### src/rtl/mips_loader_pkg.sv
// Shared types and constants for the boot-time instruction-memory loader.
// The loader FSM states and the byte/word geometry of the host stream.
package mips_loader_pkg;

   typedef enum logic [2:0] {
      ST_IDLE = 3'd0,
      ST_HDR  = 3'd1,
      ST_LOAD = 3'd2,
      ST_CHK  = 3'd3,
      ST_DONE = 3'd4,
      ST_ERR  = 3'd5
   } state_t;

   localparam int BYTES_PER_WORD     = 4;
   localparam int DEFAULT_IMEM_DEPTH = 256;
   localparam int DEFAULT_ADDR_W     = 8;

   // States in which the host link may hand us bytes.
   function automatic logic accepts_bytes(input state_t s);
      return (s == ST_HDR) || (s == ST_LOAD) || (s == ST_CHK);
   endfunction

endpackage

### src/rtl/byte_word_packer.sv
// Packs accepted stream bytes into big-endian 32-bit words; word_valid fires
// combinationally with the 4th byte so the caller can register the result.
module byte_word_packer
   import mips_loader_pkg::*;
(
   input  logic        clk,
   input  logic        reset,
   input  logic        clear,
   input  logic        accept,
   input  logic [7:0]  in_data,
   output logic        word_valid,
   output logic [31:0] word
);

   logic [1:0] count_reg;
   logic [7:0] lane_reg [BYTES_PER_WORD-1];

   always_ff @(posedge clk) begin
      if (!reset || clear) begin
         count_reg <= 2'd0;
         for (int i = 0; i < BYTES_PER_WORD - 1; i++) begin
            lane_reg[i] <= 8'd0;
         end
      end else if (accept) begin
         count_reg   <= count_reg + 2'd1;
         lane_reg[0] <= in_data;
         for (int i = 1; i < BYTES_PER_WORD - 1; i++) begin
            lane_reg[i] <= lane_reg[i-1];
         end
      end
   end

   // lane 0 holds the most recent byte, so the oldest lane lands in bits 31:24.
   genvar gi;
   generate
      for (gi = 0; gi < BYTES_PER_WORD - 1; gi++) begin : g_lane
         assign word[8*(gi+1) +: 8] = lane_reg[gi];
      end
   endgenerate

   assign word[7:0]  = in_data;
   assign word_valid = accept && (count_reg == 2'(BYTES_PER_WORD - 1));

endmodule

### src/rtl/imem_program_loader.sv
// Boot loader: receives header/payload/checksum over a byte stream, writes the
// payload into instruction memory and releases the CPU once the XOR matches.
module imem_program_loader
   import mips_loader_pkg::*;
#(
   parameter int unsigned IMEM_DEPTH = DEFAULT_IMEM_DEPTH,
   parameter int          ADDR_W     = DEFAULT_ADDR_W
) (
   input  logic              clk,
   input  logic              reset,
   input  logic              start,
   input  logic [7:0]        in_data,
   input  logic              in_valid,
   output logic              in_ready,
   output logic              imem_we,
   output logic [ADDR_W-1:0] imem_addr,
   output logic [31:0]       imem_wdata,
   output logic              cpu_reset,
   output logic              done,
   output logic              error,
   output logic [ADDR_W:0]   words_loaded
);

   state_t             state_reg, state_next;
   logic [ADDR_W:0]    count_n_reg, count_n_next;
   logic [31:0]        acc_reg, acc_next;
   logic [ADDR_W:0]    words_loaded_next;
   logic [ADDR_W:0]    words_loaded_inc;
   logic               imem_we_next;
   logic [ADDR_W-1:0]  imem_addr_next;
   logic [31:0]        imem_wdata_next;
   logic               in_ready_next;
   logic               cpu_reset_next;
   logic               done_next;
   logic               error_next;

   logic               packer_clear;
   logic               word_valid;
   logic [31:0]        word;

   byte_word_packer u_packer (
      .clk        (clk),
      .reset      (reset),
      .clear      (packer_clear),
      .accept     (in_valid && in_ready),
      .in_data    (in_data),
      .word_valid (word_valid),
      .word       (word)
   );

   assign words_loaded_inc = words_loaded + {{ADDR_W{1'b0}}, 1'b1};

   always_ff @(posedge clk) begin
      if (!reset) begin
         state_reg    <= ST_IDLE;
         count_n_reg  <= '0;
         acc_reg      <= 32'd0;
         words_loaded <= '0;
         imem_we      <= 1'b0;
         imem_addr    <= '0;
         imem_wdata   <= 32'd0;
         in_ready     <= 1'b0;
         cpu_reset    <= 1'b1;
         done         <= 1'b0;
         error        <= 1'b0;
      end else begin
         state_reg    <= state_next;
         count_n_reg  <= count_n_next;
         acc_reg      <= acc_next;
         words_loaded <= words_loaded_next;
         imem_we      <= imem_we_next;
         imem_addr    <= imem_addr_next;
         imem_wdata   <= imem_wdata_next;
         in_ready     <= in_ready_next;
         cpu_reset    <= cpu_reset_next;
         done         <= done_next;
         error        <= error_next;
      end
   end

   always_comb begin
      state_next        = state_reg;
      count_n_next      = count_n_reg;
      acc_next          = acc_reg;
      words_loaded_next = words_loaded;
      imem_we_next      = 1'b0;
      imem_addr_next    = imem_addr;
      imem_wdata_next   = imem_wdata;
      packer_clear      = 1'b0;

      case (state_reg)
         ST_IDLE, ST_DONE, ST_ERR: begin
            if (start) begin
               state_next        = ST_HDR;
               packer_clear      = 1'b1;
               count_n_next      = '0;
               acc_next          = 32'd0;
               words_loaded_next = '0;
            end
         end
         ST_HDR: begin
            if (word_valid) begin
               if (word == 32'd0) begin
                  state_next = ST_CHK;
               end else if (word > 32'(IMEM_DEPTH)) begin
                  state_next = ST_ERR;
               end else begin
                  state_next   = ST_LOAD;
                  count_n_next = word[ADDR_W:0];
               end
            end
         end
         ST_LOAD: begin
            if (word_valid) begin
               imem_we_next      = 1'b1;
               imem_addr_next    = words_loaded[ADDR_W-1:0];
               imem_wdata_next   = word;
               acc_next          = acc_reg ^ word;
               words_loaded_next = words_loaded_inc;
               if (words_loaded_inc == count_n_reg) begin
                  state_next = ST_CHK;
               end
            end
         end
         ST_CHK: begin
            if (word_valid) begin
               state_next = (word == acc_reg) ? ST_DONE : ST_ERR;
            end
         end
         default: begin
            state_next = ST_IDLE;
         end
      endcase

      // Status flags are decoded from the next state so they are registered.
      in_ready_next  = accepts_bytes(state_next);
      cpu_reset_next = (state_next != ST_DONE);
      done_next      = (state_next == ST_DONE);
      error_next     = (state_next == ST_ERR);
   end

endmodule
### config.mk
export PLATFORM = sky130hd
export DESIGN_NAME = imem_program_loader
export DESIGN_NICKNAME = d
export VERILOG_FILES = /design/src/rtl/mips_loader_pkg.sv /design/src/rtl/byte_word_packer.sv /design/src/rtl/imem_program_loader.sv
export SDC_FILE = /design/constraint.sdc
export NUM_CORES = 1
export LEC_CHECK = 0
export CORE_MARGIN = 1
export CORE_UTILIZATION = 40
export CTS_BUF_LIST = sky130_fd_sc_hd__clkbuf_16
export DETAILED_ROUTE_END_ITERATION = 16
export MAX_ROUTING_LAYER = met4
export PLACE_DENSITY_LB_ADDON = 0.3
export SLEW_MARGIN = 20
export SYNTH_ARGS = -nofsm -noshare
export SYNTH_HDL_FRONTEND = slang
export SYNTH_SLANG_ARGS = --single-unit
### constraint.sdc
create_clock -name clk -period 2.6 [get_ports clk]
set_input_delay 0.52 -clock clk [delete_from_list [all_inputs] [get_ports clk]]
set_output_delay 0.52 -clock clk [all_outputs]
set_load 0.01 [all_outputs]
# == Word-level counts from Yosys, hierarchy flattened ==
# Memory sizes are Yosys's and may differ from the RTL's.
# Cells that the tools add are included.
# classes
n_shift,0
n_reduce_logical,15
n_mul,0
div_mod_pow,0
n_lt_le_gt_ge,1
eq_ne,19
mux,30
add_sub_neg,2
n_bitwise,4
# ops
operator,n
$mux W32,2
$pmux W32 S2,1
$mux W9,5
$pmux W9 S2,2
$eq A32 B32 Y1,1
$gt A32 B9 Y1 const B,1
$logic_not A32 Y1,1
$xor A32 B32 Y32,1
$mux W8,3
$mux W3,7
$eq A3 B2 Y1 const B,4
$eq A3 B3 Y1 const B,4
$pmux W3 S4,1
$add A9 B1 Y9 const B,1
$eq A9 B9 Y1,1
$mux W1,9
$eq A3 B1 Y1 const B,2
$ne A2 B2 Y1 const B,3
$reduce_and A5 Y1,1
$ne A2 B1 Y1 const B,2
$reduce_and A2 Y1,2
$reduce_bool A2 Y1,2
$logic_not A3 Y1,1
$logic_or A1 B1 Y1,3
8 further kinds,11
# word_totals
regBits,100
mem_count,1
input_bits,12
latch_bits,0
ramBits,24
output_inout_bits,54
mem_bits_ro,0
# memory_table
memory,words,width,read_ports,rd_ports_with_merged_regs,wr,line,source
u_packer.lane_reg,3,8,3,0,3,byte_word_packer.sv:16,logic [7:0] lane_reg [BYTES_PER_WORD-1];

# == Longest topological paths before layout ==
# logic_depth
depth_word,8
mapped_depth,9
ltp_nobuf,7

# == Modules after synthesis ==
# Synthesis repeated with hierarchy kept, for this count alone.
# hier_totals
hier_cells,632
area_unflattened_um2,5492.8
# modules_own_cells
mod,cells_each,n_inst,seq_area_each_um2,area_each_um2
imem_program_loader,563,1,1961.9,4411.7
byte_word_packer,69,1,760.7,1081.0

# == Least setup slack after synthesis ==
# Ideal clock, no wire load.
# synth_timing
path_kind,reg-to-reg
from,reg words_loaded[0]
to,reg error
path_slack_ns,0.788
required_ns,2.526
t_arrival_ns,1.738
stages_incl_launch_ff,8
path_cell_list,dfxtp_1 ha_1 and4_4 and2_1 nand3_1 xnor2_1 nand4b_1 a31oi_1
# synth_between
elab_chain_len,6
# synth_lines
item,line,source
from (decl),imem_program_loader.sv:21,output logic [ADDR_W:0] words_loaded
from (signal assigned),imem_program_loader.sv:70,words_loaded <= words_loaded_next;
$add A9 B1 Y9,imem_program_loader.sv:51,"assign words_loaded_inc = words_loaded + {{ADDR_W{1'b0}}, 1'b1};"
$eq A9 B9 Y1,imem_program_loader.sv:120,if (words_loaded_inc == count_n_reg) begin
$mux W3,imem_program_loader.sv:120,
$mux W3,imem_program_loader.sv:114,if (word_valid) begin
$pmux W3 S4,imem_program_loader.sv:91,case (state_reg)
$eq A3 B3 Y1,imem_program_loader.sv:139,error_next = (state_next == ST_ERR);
to (signal assigned),imem_program_loader.sv:77,error <= error_next;
to (decl),imem_program_loader.sv:20,"output logic error,"
# Every way passes these cells.
# A chain may end at the register's enable or synchronous reset.

# == Worst setup path in the final report ==
# layout_timing
from,in in_data[5]
to,reg count_n_reg[7]
# layout_between
elab_chain_len,3
# layout_lines
item,line,source
from (decl),imem_program_loader.sv:12,"input logic [7:0] in_data,"
$gt A32 B9 Y1 / $logic_not A32 Y1 (equally long branches),"imem_program_loader.sv:105, imem_program_loader.sv:103",
$ne A2 B2 Y1 (no source line),n/a,
$reduce_and A5 Y1 (no source line) (*),n/a,
to (signal assigned),imem_program_loader.sv:68,count_n_reg <= count_n_next;
to (decl),imem_program_loader.sv:25,"logic [ADDR_W:0] count_n_reg, count_n_next;"
# Mark *: on every way between the ends. The rest lies on a longest branch, timed or not.

==> run_results.csv <==
group,metric,value,unit
run_status,outcome,"finished, final reports clean",
setup_path,reg2reg_depth,5,
sta,setup_ws,0.399,ns
cts,htreeDepth,4,
global_routing,grt_max_degree,47,
synth,syn-num-nets,625,
final_layout,utilization,51.5,%
setup_path,worstSetupStartpointType,"input pin",
route,drtAntennaViolNets,0,
route,via_per_inst,5.20,
setup_path,crit_buf_inv,1,
sta,period_needed,2.20,ns
pwr,p_per_area,648,nW/µm²
sta,timing.fmax,0.454,GHz
final_layout,nNetsFinal,690,
global_routing,grt_pass1_wl,21.7,mm
route,wl_per_cell,15.0,µm
global_routing,grt_usage,20.5,%
synth,yosys.area.top_type,"dfxtp_1",
global_routing,grt_pass1_vias,4252,
global_routing,grt_overflow,0,
pwr,p_leak,2.50,nW
hold_path,min_to,"imem_wdata[21]",
pwr,ir_worst_vdd,0.514,mV
synth,yosys-top-cells-area,"dfxtp_1 37%, edfxtp_1 13%, a21oi_1 7.8%",
hold_path,holdPathStages,2,
pwr,pwr-share-clk,48.3,%
die,die_w,118,µm
setup_path,path_cells,"clkdlybuf4s50_1, nor4_1, nand3b_1, nand4b_4, o21ai_2, a21oi_2, a22o_1",
setup_path,slowest_stage,"clkdlybuf4s50_1",
cts,insertion_delay,0.41,ns
synth,synth.distinct_cells,49,
run,drv_cap,0,
synth,synthArstFlopShare,0,%
synth,synth-edff-count,24,
setup_path,critPathArrivalTime,2.55,ns
die,die_y,118,µm
sta,finalClockSkew,0.00584,ns
synth,yosysMostFrequentCell,"dfxtp_1",
sta,hold_viol,0,
synth,ys_warn_count,0,
pwr,p_comb_share,4.9,%
die,num_io_pins,66,
route,firstDrtPassIters,5,
route,drtIter0Drc,307,
place,dp_hpwl,8.87,mm
synth,ys_seq_elements,124,
final_layout,antennaDiodeCount,0,
place,place.gp.congestion,0.928,
place,portBuffers,65,
setup_path,timing.rr.start,"u_packer.lane_reg[0][12]",
synth,syn-instance-count,611,
sta,drv_slew,0,
place,dp_slack,0.0256,ns
setup_path,cp-end-kind,"register",
cts,cts-root-buf,"clkbuf_16",
synth,synth.cell_area,5410,µm²
setup_path,cp_slowest_stage_delay,0.55,ns
sta,timing.final.crit_share,84.7,%
die,core_area,13200,µm²
sta,worst_pin_slew,0.523,ns
setup_path,r2r_end,"count_n_reg[7]",
pwr,p_int,0.00342,W
sta,rsz0062_at_grt,"no",
route,drc,0,
die,start_util,41.0,%
cts,hold_buffers,0,
setup_path,reg2reg_slack,0.49,ns
cts,cts_tree,"built",
synth,syn_area_per_cell,8.85,µm²
cts,numCtsBuffers,17,
cts,clk_pin_slew,0.05,ns
synth,synth-main-ff-cell,"dfxtp_1",
cts,cts.sinks,124,
final_layout,fillers,1204,
cts,cts_max_path_buffers,2,
pwr,seq_power_share,46.7,%
setup_path,critPathKind,"input pin to register",
hold_path,hp-class,"register to register",
final_layout,synthToLayoutAreaGrowth,25.7,%
pwr,p_sw_share,22.4,%
route,routed_wl,13.0,mm
die,rows,42,
final_layout,drive_above_1_share,7.56,%
hold_path,hp-start,"imem_wdata[21]",
synth,synth_top_area_share,37.0,%
pwr,switching_power,0.000987,W
global_routing,antenna_found_initial,0,
route,vias,4495,
cts,cts_resized,0,
cts,cts_setup_buffers,0,
setup_path,cp.required,2.95,ns
sta,hold_slack,0.451,ns
die,fp.dieArea,14000,µm²
synth,synth.yosys.seq_area_share,50.4,%
sta,finalSetupViolCount,0,
synth,synthTopCellsByCount,"100 x dfxtp_1, 97 x nand2_1, 84 x a21oi_1",
sta,relSlewSlack,64.9,%
setup_path,cp_top_family,"simple AND/OR/NAND/NOR gates",
sta,setup_tns,0,ns
setup_path,cp_max_fo,9,
-- per-layer routing --
layer  wire length [µm]  track usage, %
met1               6220            26.6
met5                  0               -
met3                575            4.05
met2               5940            30.9
met4                209            8.97
-- worst max-delay path by stage --
| stage | startpoint | cells after the start | to |
|---|---|---|---|
| after floorplan | words_loaded[0] | 7 | error |
| after global placement | in_data[5] | 7 | count_n_reg[8] |
| after detailed placement | in_data[5] | 7 | count_n_reg[5] |
| after CTS | in_data[5] | 7 | count_n_reg[7] |
| after global routing | in_data[5] | 7 | count_n_reg[7] |
| final | in_data[5] | 7 | count_n_reg[7] |
-- final cells by class --
cell class	instances	area (µm²)	share of cell area (%)
clock buffer	18	450	6.63
clock inverter	13	83.8	1.23
tap	176	220	3.24
inverter	3	11.3	0.166
timing repair buffer	82	791	11.6
multi-input combinational	448	2510	37.0
sequential	124	2720	40.1
-- tightest hold or removal path, delay by kind of cell, from the launching register on --
family | cells | cell delay [ns]
AOI/OAI and AO/OA | 1 | 0.05
and+or+nand+nor | 1 | 0.05
DFF | 1 | 0.30
-- cells by family after synthesis --
family / count (synthesis) / share of synthesized area [%]
AO/OA/AOI/OAI: 147 / 15.7
XOR/XNOR: 47 / 7.62
buffers and inverters: 39 / 3.15
AND/OR/NAND/NOR: 252 / 22.7
adder cells (fa/ha/maj): 2 / 0.463
flip-flops: 124 / 50.4
-- cell usage in the layout, fill, tap and decap left out, types with 2 or more instances in the layout --
cell type / synthesis / routed
a21oi_1: 84 / 84
a22o_1: 9 / 9
a31oi_1: 4 / 4
and2_1: 27 / 27
and3_1: 2 / 2
buf_4: 1 / 16
clkbuf_16: 0 / 18
clkdlybuf4s50_1: 0 / 65
clkinv_1: 0 / 4
clkinv_2: 0 / 4
dfxtp_1: 100 / 100
edfxtp_1: 24 / 24
ha_1: 2 / 2
inv_1: 3 / 5
nand2_1: 97 / 97
nand3_1: 10 / 10
nand3b_1: 4 / 4
nand4_1: 10 / 10
nor2_1: 61 / 61
nor2b_1: 2 / 2
nor3_1: 15 / 15
nor4_1: 10 / 10
o211a_1: 8 / 8
o21ai_0: 32 / 32
xnor2_1: 37 / 37
xor2_1: 10 / 10
-- power by group through the flow --
stage	clock [W]	sequential [W]	combinational [W]
2_1_floorplan	0	0.00207	0.000137
3_3_place_gp	0	0.00209	0.000215
3_5_place_dp	0	0.00209	0.000217
4_1_cts	0.00216	0.00205	0.000219
5_1_grt	0.00225	0.00206	0.000240
6_report	0.00213	0.00206	0.000217
-- per-stage QoR --
stage / cells / instance area [µm²] / power, W
final: 864 / 6790 / 0.00440
after global routing: 864 / 6790 / 0.00455
after CTS: 864 / 6790 / 0.00444
after detailed placement: 833 / 6260 / 0.00231
after global placement: 833 / 6260 / 0.00231
after floorplan: 611 / 5410 / 0.00221
Note: power is estimated with default switching activity, not from simulation.
